==> src/rtl/spi_gatherer_pkg.sv <==
// Shared receive/transmit attribute indices and the bytes-per-word helpers.
package spi_gatherer_pkg;

    localparam int unsigned INVALID    = 0;
    localparam int unsigned VALID      = 1;
    localparam int unsigned SPI_FINISH = 2;
    localparam int unsigned FULL       = 3;

    function automatic int unsigned calc_bpw(input int unsigned dw, input int unsigned sdw);
        return dw / sdw;
    endfunction

    function automatic int unsigned calc_cnt_width(input int unsigned bpw);
        return (bpw > 1) ? $clog2(bpw) : 1;
    endfunction

endpackage

==> src/rtl/spi_gatherer_if.sv <==
// Byte-in / word-out bus between the SPI deserializer, the gatherer and the processing unit.
interface spi_gatherer_if #(
    parameter int unsigned DATA_WIDTH     = 32,
    parameter int unsigned SPI_DATA_WIDTH = 8,
    parameter int unsigned ATTR_WIDTH     = 4
) ();

    logic                      byte_ready;
    logic [SPI_DATA_WIDTH-1:0] data_in_byte;
    logic                      flag_start;
    logic                      flag_stop;
    logic                      oe;
    logic [DATA_WIDTH-1:0]     data_out;
    logic [ATTR_WIDTH-1:0]     attr_gatherer;

    modport master (
        output byte_ready, data_in_byte, flag_start, flag_stop, oe,
        input  data_out, attr_gatherer
    );

    modport slave (
        input  byte_ready, data_in_byte, flag_start, flag_stop, oe,
        output data_out, attr_gatherer
    );

endinterface

==> src/rtl/spi_gatherer_buffer.sv <==
// Two-entry ping-pong word store: commit/pop arbitration, occupancy flags, overflow pulse.
module spi_gatherer_buffer #(
    parameter int unsigned DATA_WIDTH = 32
) (
    input  logic                  clk,
    input  logic                  rst,
    input  logic                  wr_i,
    input  logic [DATA_WIDTH-1:0] wdata_i,
    input  logic                  rd_i,
    output logic [DATA_WIDTH-1:0] rdata_o,
    output logic                  valid_o,
    output logic                  full_o,
    output logic                  overflow_o
);

    logic [DATA_WIDTH-1:0] mem_q [2];
    logic [DATA_WIDTH-1:0] rdata_q;
    logic                  wptr_q, rptr_q;
    logic [1:0]            count_q, count_d;
    logic                  valid_q, full_q;
    logic                  do_pop, do_push;

    // A pop in the same cycle frees a slot, so a commit into a full buffer is still accepted.
    always_comb begin
        do_pop     = rd_i && (count_q != 2'd0);
        do_push    = wr_i && ((count_q != 2'd2) || do_pop);
        overflow_o = wr_i && !do_push;
        count_d    = count_q;
        if (do_push && !do_pop) begin
            count_d = count_q + 2'd1;
        end else if (do_pop && !do_push) begin
            count_d = count_q - 2'd1;
        end
    end

    always_ff @(posedge clk or posedge rst) begin
        if (rst) begin
            mem_q[0] <= '0;
            mem_q[1] <= '0;
            rdata_q  <= '0;
            wptr_q   <= 1'b0;
            rptr_q   <= 1'b0;
            count_q  <= 2'd0;
            valid_q  <= 1'b0;
            full_q   <= 1'b0;
        end else begin
            if (do_push) begin
                mem_q[wptr_q] <= wdata_i;
                wptr_q        <= ~wptr_q;
            end
            if (do_pop) begin
                rdata_q <= mem_q[rptr_q];
                rptr_q  <= ~rptr_q;
            end
            count_q <= count_d;
            valid_q <= (count_d != 2'd0);
            full_q  <= (count_d == 2'd2);
        end
    end

    assign rdata_o = rdata_q;
    assign valid_o = valid_q;
    assign full_o  = full_q;

endmodule

==> src/rtl/spi_gatherer.sv <==
// Packs deserializer bytes MSB-first into words and exports receive status on the attribute bus.
// Optional GATHER_PARTIAL_FLUSH_EN: flag_stop commits a zero-padded partial word a cycle later.
module spi_gatherer
    import spi_gatherer_pkg::*;
#(
    parameter int unsigned DATA_WIDTH     = 32,
    parameter int unsigned SPI_DATA_WIDTH = 8,
    parameter int unsigned ATTR_WIDTH     = 4,
    parameter int unsigned INVALID_IDX    = INVALID,
    parameter int unsigned VALID_IDX      = VALID,
    parameter int unsigned FINISH_IDX     = SPI_FINISH,
    parameter int unsigned FULL_IDX       = FULL
) (
    input logic          clk,
    input logic          rst,
    spi_gatherer_if.slave bus_io
);

    localparam int unsigned BPW  = calc_bpw(DATA_WIDTH, SPI_DATA_WIDTH);
    localparam int unsigned CntW = calc_cnt_width(BPW);

    logic                  ready_q;
    logic [DATA_WIDTH-1:0] shift_q, shift_d;
    logic [CntW-1:0]       cnt_q, cnt_d;
    logic                  invalid_q, finish_q;
    logic                  byte_edge, byte_commit;
    logic                  commit;
    logic [DATA_WIDTH-1:0] commit_word;
    logic                  valid, full, overflow;
    logic [ATTR_WIDTH-1:0] attr;
`ifdef GATHER_PARTIAL_FLUSH_EN
    logic                  flush_q, flush_d;
    logic [DATA_WIDTH-1:0] flush_word_q, flush_word_d;
    logic [31:0]           pad_bits;
`endif

    assign byte_edge = bus_io.byte_ready && !ready_q;

    // flag_start clears assembly first so a coincident byte lands as byte 0 of the new word.
    always_comb begin
        shift_d     = bus_io.flag_start ? '0 : shift_q;
        cnt_d       = bus_io.flag_start ? '0 : cnt_q;
        byte_commit = 1'b0;
        if (byte_edge) begin
            shift_d = (shift_d << SPI_DATA_WIDTH) | DATA_WIDTH'(bus_io.data_in_byte);
            if (cnt_d == CntW'(BPW - 1)) begin
                byte_commit = 1'b1;
                cnt_d       = '0;
            end else begin
                cnt_d = cnt_d + 1'b1;
            end
        end
`ifdef GATHER_PARTIAL_FLUSH_EN
        flush_d      = 1'b0;
        flush_word_d = flush_word_q;
        pad_bits     = SPI_DATA_WIDTH * (BPW - 32'(cnt_d));
        if (bus_io.flag_stop && (cnt_d != '0)) begin
            flush_d      = 1'b1;
            flush_word_d = shift_d << pad_bits;
        end
`endif
        if (bus_io.flag_stop) begin
            cnt_d = '0;
        end
    end

`ifdef GATHER_PARTIAL_FLUSH_EN
    assign commit      = flush_q || byte_commit;
    assign commit_word = flush_q ? flush_word_q : shift_d;
`else
    assign commit      = byte_commit;
    assign commit_word = shift_d;
`endif

    always_ff @(posedge clk or posedge rst) begin
        if (rst) begin
            ready_q   <= 1'b0;
            shift_q   <= '0;
            cnt_q     <= '0;
            invalid_q <= 1'b0;
            finish_q  <= 1'b0;
`ifdef GATHER_PARTIAL_FLUSH_EN
            flush_q      <= 1'b0;
            flush_word_q <= '0;
`endif
        end else begin
            ready_q   <= bus_io.byte_ready;
            shift_q   <= shift_d;
            cnt_q     <= cnt_d;
            invalid_q <= (bus_io.flag_start ? 1'b0 : invalid_q) | overflow;
            finish_q  <= (bus_io.flag_start ? 1'b0 : finish_q) | bus_io.flag_stop;
`ifdef GATHER_PARTIAL_FLUSH_EN
            flush_q      <= flush_d;
            flush_word_q <= flush_word_d;
`endif
        end
    end

    spi_gatherer_buffer #(
        .DATA_WIDTH(DATA_WIDTH)
    ) u_buffer (
        .clk       (clk),
        .rst       (rst),
        .wr_i      (commit),
        .wdata_i   (commit_word),
        .rd_i      (bus_io.oe),
        .rdata_o   (bus_io.data_out),
        .valid_o   (valid),
        .full_o    (full),
        .overflow_o(overflow)
    );

    always_comb begin
        attr              = '0;
        attr[INVALID_IDX] = invalid_q;
        attr[VALID_IDX]   = valid;
        attr[FINISH_IDX]  = finish_q;
        attr[FULL_IDX]    = full;
    end

    assign bus_io.attr_gatherer = attr;

endmodule

==> src/flat_wrapper.sv <==
// flat-port wrapper written by rule: the top's interface ports become plain ports
module spi_gatherer_flat import spi_gatherer_pkg::*;
#(
    parameter int unsigned DATA_WIDTH     = 32,
    parameter int unsigned SPI_DATA_WIDTH = 8,
    parameter int unsigned ATTR_WIDTH     = 4,
    parameter int unsigned INVALID_IDX    = INVALID,
    parameter int unsigned VALID_IDX      = VALID,
    parameter int unsigned FINISH_IDX     = SPI_FINISH,
    parameter int unsigned FULL_IDX       = FULL
)
  (clk, rst, bus_io_byte_ready, bus_io_data_in_byte, bus_io_flag_start, bus_io_flag_stop, bus_io_oe, bus_io_data_out, bus_io_attr_gatherer);
  spi_gatherer_if #(.DATA_WIDTH(DATA_WIDTH), .SPI_DATA_WIDTH(SPI_DATA_WIDTH), .ATTR_WIDTH(ATTR_WIDTH)) bus_io_i ();
  input logic clk;
  input logic rst;
  input wire logic [$bits(bus_io_i.byte_ready)-1:0] bus_io_byte_ready;
  input wire logic [$bits(bus_io_i.data_in_byte)-1:0] bus_io_data_in_byte;
  input wire logic [$bits(bus_io_i.flag_start)-1:0] bus_io_flag_start;
  input wire logic [$bits(bus_io_i.flag_stop)-1:0] bus_io_flag_stop;
  input wire logic [$bits(bus_io_i.oe)-1:0] bus_io_oe;
  output wire logic [$bits(bus_io_i.data_out)-1:0] bus_io_data_out;
  output wire logic [$bits(bus_io_i.attr_gatherer)-1:0] bus_io_attr_gatherer;
  assign bus_io_i.byte_ready = bus_io_byte_ready;
  assign bus_io_i.data_in_byte = bus_io_data_in_byte;
  assign bus_io_i.flag_start = bus_io_flag_start;
  assign bus_io_i.flag_stop = bus_io_flag_stop;
  assign bus_io_i.oe = bus_io_oe;
  assign bus_io_data_out = bus_io_i.data_out;
  assign bus_io_attr_gatherer = bus_io_i.attr_gatherer;
  spi_gatherer #(.DATA_WIDTH(DATA_WIDTH), .SPI_DATA_WIDTH(SPI_DATA_WIDTH), .ATTR_WIDTH(ATTR_WIDTH), .INVALID_IDX(INVALID_IDX), .VALID_IDX(VALID_IDX), .FINISH_IDX(FINISH_IDX), .FULL_IDX(FULL_IDX)) u_core (.clk(clk), .rst(rst), .bus_io(bus_io_i));
endmodule
==> config.mk <==
export PLATFORM = sky130hd
export DESIGN_NAME = spi_gatherer_flat
export DESIGN_NICKNAME = d
export VERILOG_FILES = /design/src/rtl/spi_gatherer_pkg.sv /design/src/rtl/spi_gatherer_if.sv /design/src/rtl/spi_gatherer_buffer.sv /design/src/rtl/spi_gatherer.sv /design/src/flat_wrapper.sv
export SDC_FILE = /design/constraint.sdc
export NUM_CORES = 1
export LEC_CHECK = 0
export ABC_AREA = 1
export CAP_MARGIN = 10
export CORE_MARGIN = 4
export CORE_UTILIZATION = 50
export CTS_BUF_LIST = sky130_fd_sc_hd__clkbuf_2
export DETAILED_ROUTE_END_ITERATION = 10
export GPL_TIMING_DRIVEN = 0
export PLACE_DENSITY_LB_ADDON = 0.2
export SLEW_MARGIN = 20
export SYNTH_ARGS = -nofsm -noshare
export SYNTH_HDL_FRONTEND = slang
export SYNTH_SLANG_ARGS = --single-unit
==> constraint.sdc <==
create_clock -name clk -period 6.21 [get_ports clk]
set_input_delay 1.242 -clock clk [delete_from_list [all_inputs] [get_ports clk]]
set_output_delay 1.242 -clock clk [all_outputs]
set_load 0.1 [all_outputs]
==> metrics.cfg, run 1 <==
[sta]
setup_viol = 0
finalHoldViolations = 0
maxSlewViolCount = 0
worst_pin_slew_ns = 0.978
rsz0062_at_grt = no
relSlewSlack = 0.346
fmax_ghz = 0.279
skew_ns = 0.0245
post-route-min-period_ns = 3.58
period_share = 0.576

[route]
dr.pass1.iters = 5
first_iter_violations = 405
drtAntennaViolNets = 0
vias = 4638
routed_wl_um = 13900
drc_errors = 0
wl_per_cell_um = 16.0
viasPerCell = 5.36

[logic_synthesis]
async_flop_share = 1.00
yosys-top-cells-count = nand2_1, dfrtp_1, o21ai_0
synth_seq_area_share = 0.606
synth_area_leader_cell = dfrtp_1
synth_edf_count = 0
yosysWarningCount = 0
synth_top_area_frac = 0.606
syn_area_mm2 = 0.00574
synth_cell_types = 21
yosysMostFrequentCell = nand2_1
syn_area_per_cell_um2 = 8.93
synthFlopType = dfrtp_1
synthCells = 643
ys_ff_latch = 139
syn_nets = 660
synth_area_leaders = dfrtp_1, nand2_1, o21ai_0

[flow_run]
maxCapViolations = 0

[setup_path]
required_ns = 4.97
cp-end-kind = primary output
slowest_stage = clkdlybuf4s50_1
critPathKind = reg -> out
crit_path_start_kind = register
arrival_ns = 2.34
path_cells = buf_4 -> clkdlybuf4s50_1
worstPathMaxFanout = 2
slowest_delay_ns = 1.11

[die]
die_w_um = 115
die_y_um = 115
rows = 38
core_area_mm2 = 0.0110
initial_core_util = 0.520
ios = 50
die-area_mm2 = 0.0133

[power]
p_comb_frac = 0.489
power.switching_mw = 1.58
ir_drop_mv = 0.383
pwr-share-clk = 0.149
p_int_mw = 1.49
seq_power_share = 0.362
total_leakage_power_nw = 3.36
power.density_mw_per_mm2 = 464
switching_share = 0.514

[cells_and_area]
fin_util = 0.600
drive_gt1_frac = 0.0979
fin_area_mm2 = 0.00662
areaGrowthSynthToFinish_pct = 15.4
fin_nets = 729
diodes = 0
n_fill_cell = 996

[placement]
hpwlAfterDp_um = 9600
gp_congestion = 0.877
numPortBuffers = 49
dpl-instance-area_mm2 = 0.00644

[clock_network]
cts_max_level = 4
hold_buffers = 0
max-clock-path-buffers = 2
cts.reportedPaths.clkPinSlew_ns = 0.20
cts_resized = 0
clk-insertion-delay-late_ns = 0.71
post-cts-setup-buffers = 0
clkSinkCount = 139
cts_buffers = 17
tritoncts = done
root_buffer = clkbuf_2

[global_route]
grt_pass1_vias = 4513
grt.overflow.total = 0
grt_pass1_wl_um = 22800
grt_max_degree = 108
antenna_found_initial = 0
grtUsageTotal = 0.225

[min_path]
hp-class = reg -> reg

[status]
outcome = finished clean

## metal layers
layer,track usage,routed length (µm)
met4,0.0751,233
met2,0.343,6480
met1,0.315,6350
met5,0,0
met3,0.0579,805
## per-stage QoR
stage | setup WS (ns) | total power [mW] | cells | hold WS [ns] | TNS (ns)
after floorplan | 1.24 | 2.25 | 643 | 0.437 | 0
after global placement | -0.554 | 2.61 | 832 | 0.450 | -75.67
after detailed placement | 2.56 | 2.63 | 833 | 0.454 | 0
after CTS | 2.56 | 3.09 | 865 | 0.492 | 0
after global routing | 2.54 | 3.21 | 865 | 0.524 | 0
final | 2.63 | 3.07 | 865 | 0.493 | 0
## logic make-up (layout without fill, tap and decap cells)
family,count (synthesis),count (layout),share of synthesized area
buffers and inverters,60,142,0.0473
adders and majority gates,3,3,0.00654
and+or+nand+nor,306,306,0.215
xor gates and xnor gates,1,1,0.00153
AOI/OAI and AO/OA,134,134,0.123
DFF,139,139,0.606
## layout make-up
class,count,area (µm²),share of cell area
well taps,140,175,0.0265
inverters,18,75.1,0.0113
flip-flops and latches,139,3480,0.525
clock buffers,20,100,0.0151
multi-input cells,444,1990,0.300
clock inverters,12,81.3,0.0123
repair buffers,50,518,0.0782
plain buffers,42,204,0.0308
## layout by cell type, fill, tap and decap left out
cell type,n
clkinv_2,8
bufinv_16,1
buf_16,1
clkdlybuf4s50_1,49
inv_2,3
nor2_8,1
nand3_4,1
ha_1,3
dfrtp_1,139
nor2_1,37
xor2_1,1
clkinv_1,4
clkbuf_1,19
nand3_1,31
a21oi_1,3
buf_2,15
nor2_4,2
o21ai_0,117
o21ai_2,10
inv_1,13
nand4_1,1
clkbuf_2,21
inv_8,1
buf_4,7
o21ai_1,4
nand2_1,233
## worst max-delay path, delay by kind of cell (launching register included)
kind,cells,cell delay [ns]
flops,1,0.41
buf+inv,2,1.22
## sequential cells by signal, indices dropped and copies added (netlist names)
register,flops
u_core.finish_q,1
u_core.u_buffer.rptr_q,1
u_core.shift_q,32
u_core.u_buffer.wptr_q,1
u_core.u_buffer.full_o,1
u_core.u_buffer.valid_o,1
u_core.u_buffer.mem_q,64
u_core.u_buffer.rdata_o,32
u_core.u_buffer.count_q,2
u_core.ready_q,1
u_core.cnt_q,2
u_core.invalid_q,1
## power by group through the flow
stage / Combinational [mW] / Clock (mW) / Sequential, mW
2_1_floorplan: 0.358 / 0 / 1.89
3_3_place_gp: 1.49 / 0 / 1.12
3_5_place_dp: 1.50 / 0 / 1.13
6_report: 1.50 / 0.457 / 1.11
5_1_grt: 1.58 / 0.503 / 1.13
4_1_cts: 1.51 / 0.467 / 1.11
## path summary, 6_finish.rpt
| path | start | endpoint | slack (ns) | cells after the start |
|---|---|---|---|---|
| setup reg to reg | u_core.u_buffer.count_q[0]$_DFF_PP0_ | u_core.u_buffer.rdata_o[2]$_DFFE_PP0P_ | 4.03 | 6 |
| hold reg to reg | u_core.u_buffer.mem_q[56]$_DFFE_PP0P_ | u_core.u_buffer.mem_q[56]$_DFFE_PP0P_ | 0.49 | 2 |
| setup / recovery | u_core.finish_q$_DFF_PP0_ | bus_io_attr_gatherer[2] | 2.63 | 2 |
| hold / removal | u_core.u_buffer.mem_q[56]$_DFFE_PP0P_ | u_core.u_buffer.mem_q[56]$_DFFE_PP0P_ | 0.49 | 2 |
| max in group asynchronous | rst | u_core.u_buffer.mem_q[38]$_DFFE_PP0P_ | 4.54 | 3 |
| min in group asynchronous | rst | u_core.u_buffer.full_o$_DFF_PP0_ | 0.85 | 2 |
Power figures use the tool's default switching activity.
==> inputs of run 2 (changes only) <==
- clock period: 6.21 -> 3.6 ns (I/O delays scaled with it)
==> metrics.cfg, run 2 (synthesis gave the netlist of run 1 again) <==
[sta]
rsz0062_at_grt = no
fmax_ghz = 0.329
period_share = 0.844
worst_pin_slew_ns = 0.987
relSlewSlack = 0.340
maxSlewViolCount = 0
setup_viol = 0
finalWorstSetupSlack_ns = 0.563
finalHoldViolations = 0
post-route-min-period_ns = 3.04
skew_ns = 0.0367

[clock_network]
clkSinkCount = 139
cts_max_level = 4
clk-insertion-delay-late_ns = 0.70
max-clock-path-buffers = 2
cts_buffers = 17
root_buffer = clkbuf_2
cts_resized = 0
tritoncts = done
post-cts-setup-buffers = 0
hold_buffers = 0
cts.reportedPaths.clkPinSlew_ns = 0.22

[setup_path]
cp-end-kind = primary output
crit_path_start_kind = register
arrival_ns = 2.32
required_ns = 2.88
worstPathMaxFanout = 2
critPathKind = reg -> out

[cells_and_area]
layout_commonest_cell = nand2_1
largest_reg_flops = 64
final-seq-area_mm2 = 0.00348
multi_input_area_mm2 = 0.00199
final_cell_mix = nand2_1, dfrtp_1, o21ai_0
regMostFlops = u_core.u_buffer.mem_q
n_fill_cell = 992
drive_gt1_frac = 0.104
fin_area_mm2 = 0.00673
diodes = 0
fin_nets = 732
fin_util = 0.610
areaGrowthSynthToFinish_pct = 17.2

[die]
die_w_um = 115
initial_core_util = 0.520
rows = 38
core_area_mm2 = 0.0110
die-area_mm2 = 0.0133
ios = 50
die_y_um = 115

[route]
dr.pass1.iters = 4
wl_per_cell_um = 15.9
drtAntennaViolNets = 0
vias = 4662
routed_wl_um = 13800
first_iter_violations = 346
drc_errors = 0
viasPerCell = 5.37

[global_route]
grt_pass1_wl_um = 22700
grt.overflow.total = 0
grt_max_degree = 35
grt_pass1_vias = 4543
grtUsageTotal = 0.222
antenna_found_initial = 0

[power]
design_power_total_mw = 5.42
power.density_mw_per_mm2 = 805
total_leakage_power_nw = 3.37
ir_drop_mv = 0.528

[min_path]
hp-class = in -> async

[placement]
gp_congestion = 0.896
place_ws_ns = 0.424
dpl-instance-area_mm2 = 0.00649
numPortBuffers = 49
hpwlAfterDp_um = 9690

[status]
outcome = finished clean

[flow_run]
maxCapViolations = 0

## run 2: changes by cell type in the layout (fill, tap and decap cells not counted)
cell,delta
buf_16,-1
clkinv_2,-7
clkinv_1,-2
inv_6,+1
bufinv_16,+1
clkbuf_2,-2
inv_8,-1
clkinv_4,+2
clkinvlp_4,+8
buf_12,+4
## run 2: critical path: stages (launching register included)
cell and delay [ns]:
dfrtp_1 0.40, buf_4 0.10, clkdlybuf4s50_1 1.11
## run 2: layout make-up
type,instances,share of cell area
repair buffers,53,0.0848
well taps,140,0.0260
multi-input cells,444,0.296
flip-flops and latches,139,0.517
clock inverters,14,0.0219
plain buffers,42,0.0303
inverters,18,0.0106
clock buffers,18,0.0134
## run 2: stage by stage
stage / TNS (ns) / hold slack [ns] / instances
floorplan: 0 / 0.437 / 643
CTS: 0 / 0.345 / 868
global route: 0 / 0.336 / 868
finish: 0 / 0.363 / 868
detailed placement: 0 / 0.454 / 836
global placement: -4.55 / 0.449 / 832
## run 2: layer usage
layer	track usage	wire length [µm]	share of wire	up-vias
met4	0.0689	182	0.013	0
met5	0	0	0	-
met2	0.341	6460	0.47	143
li1	-	-	-	2219
met1	0.315	6420	0.46	2283
met3	0.0516	767	0.055	17
## run 2: path summary, 6_finish.rpt
check	startpoint	end	slack (ns)	cells after the start
max	u_core.invalid_q$_DFF_PP0_	bus_io_attr_gatherer[0]	0.56	2
min	rst	u_core.ready_q$_DFF_PP0_	0.36	2
max reg2reg	u_core.u_buffer.count_q[0]$_DFF_PP0_	u_core.u_buffer.rdata_o[3]$_DFFE_PP0P_	1.37	6
min reg2reg	u_core.u_buffer.mem_q[53]$_DFFE_PP0P_	u_core.u_buffer.mem_q[53]$_DFFE_PP0P_	0.49	2
max in group asynchronous	rst	u_core.shift_q[30]$_DFF_PP0_	2.45	4
min in group clk	u_core.u_buffer.mem_q[53]$_DFFE_PP0P_	u_core.u_buffer.mem_q[53]$_DFFE_PP0P_	0.49	2
## run 2: report_power, final
group | switching (mW) | internal [mW]
clock network | 0.601 | 0.318
registers | 0.129 | 1.79
logic | 2.03 | 0.553
total | 2.76 | 2.66
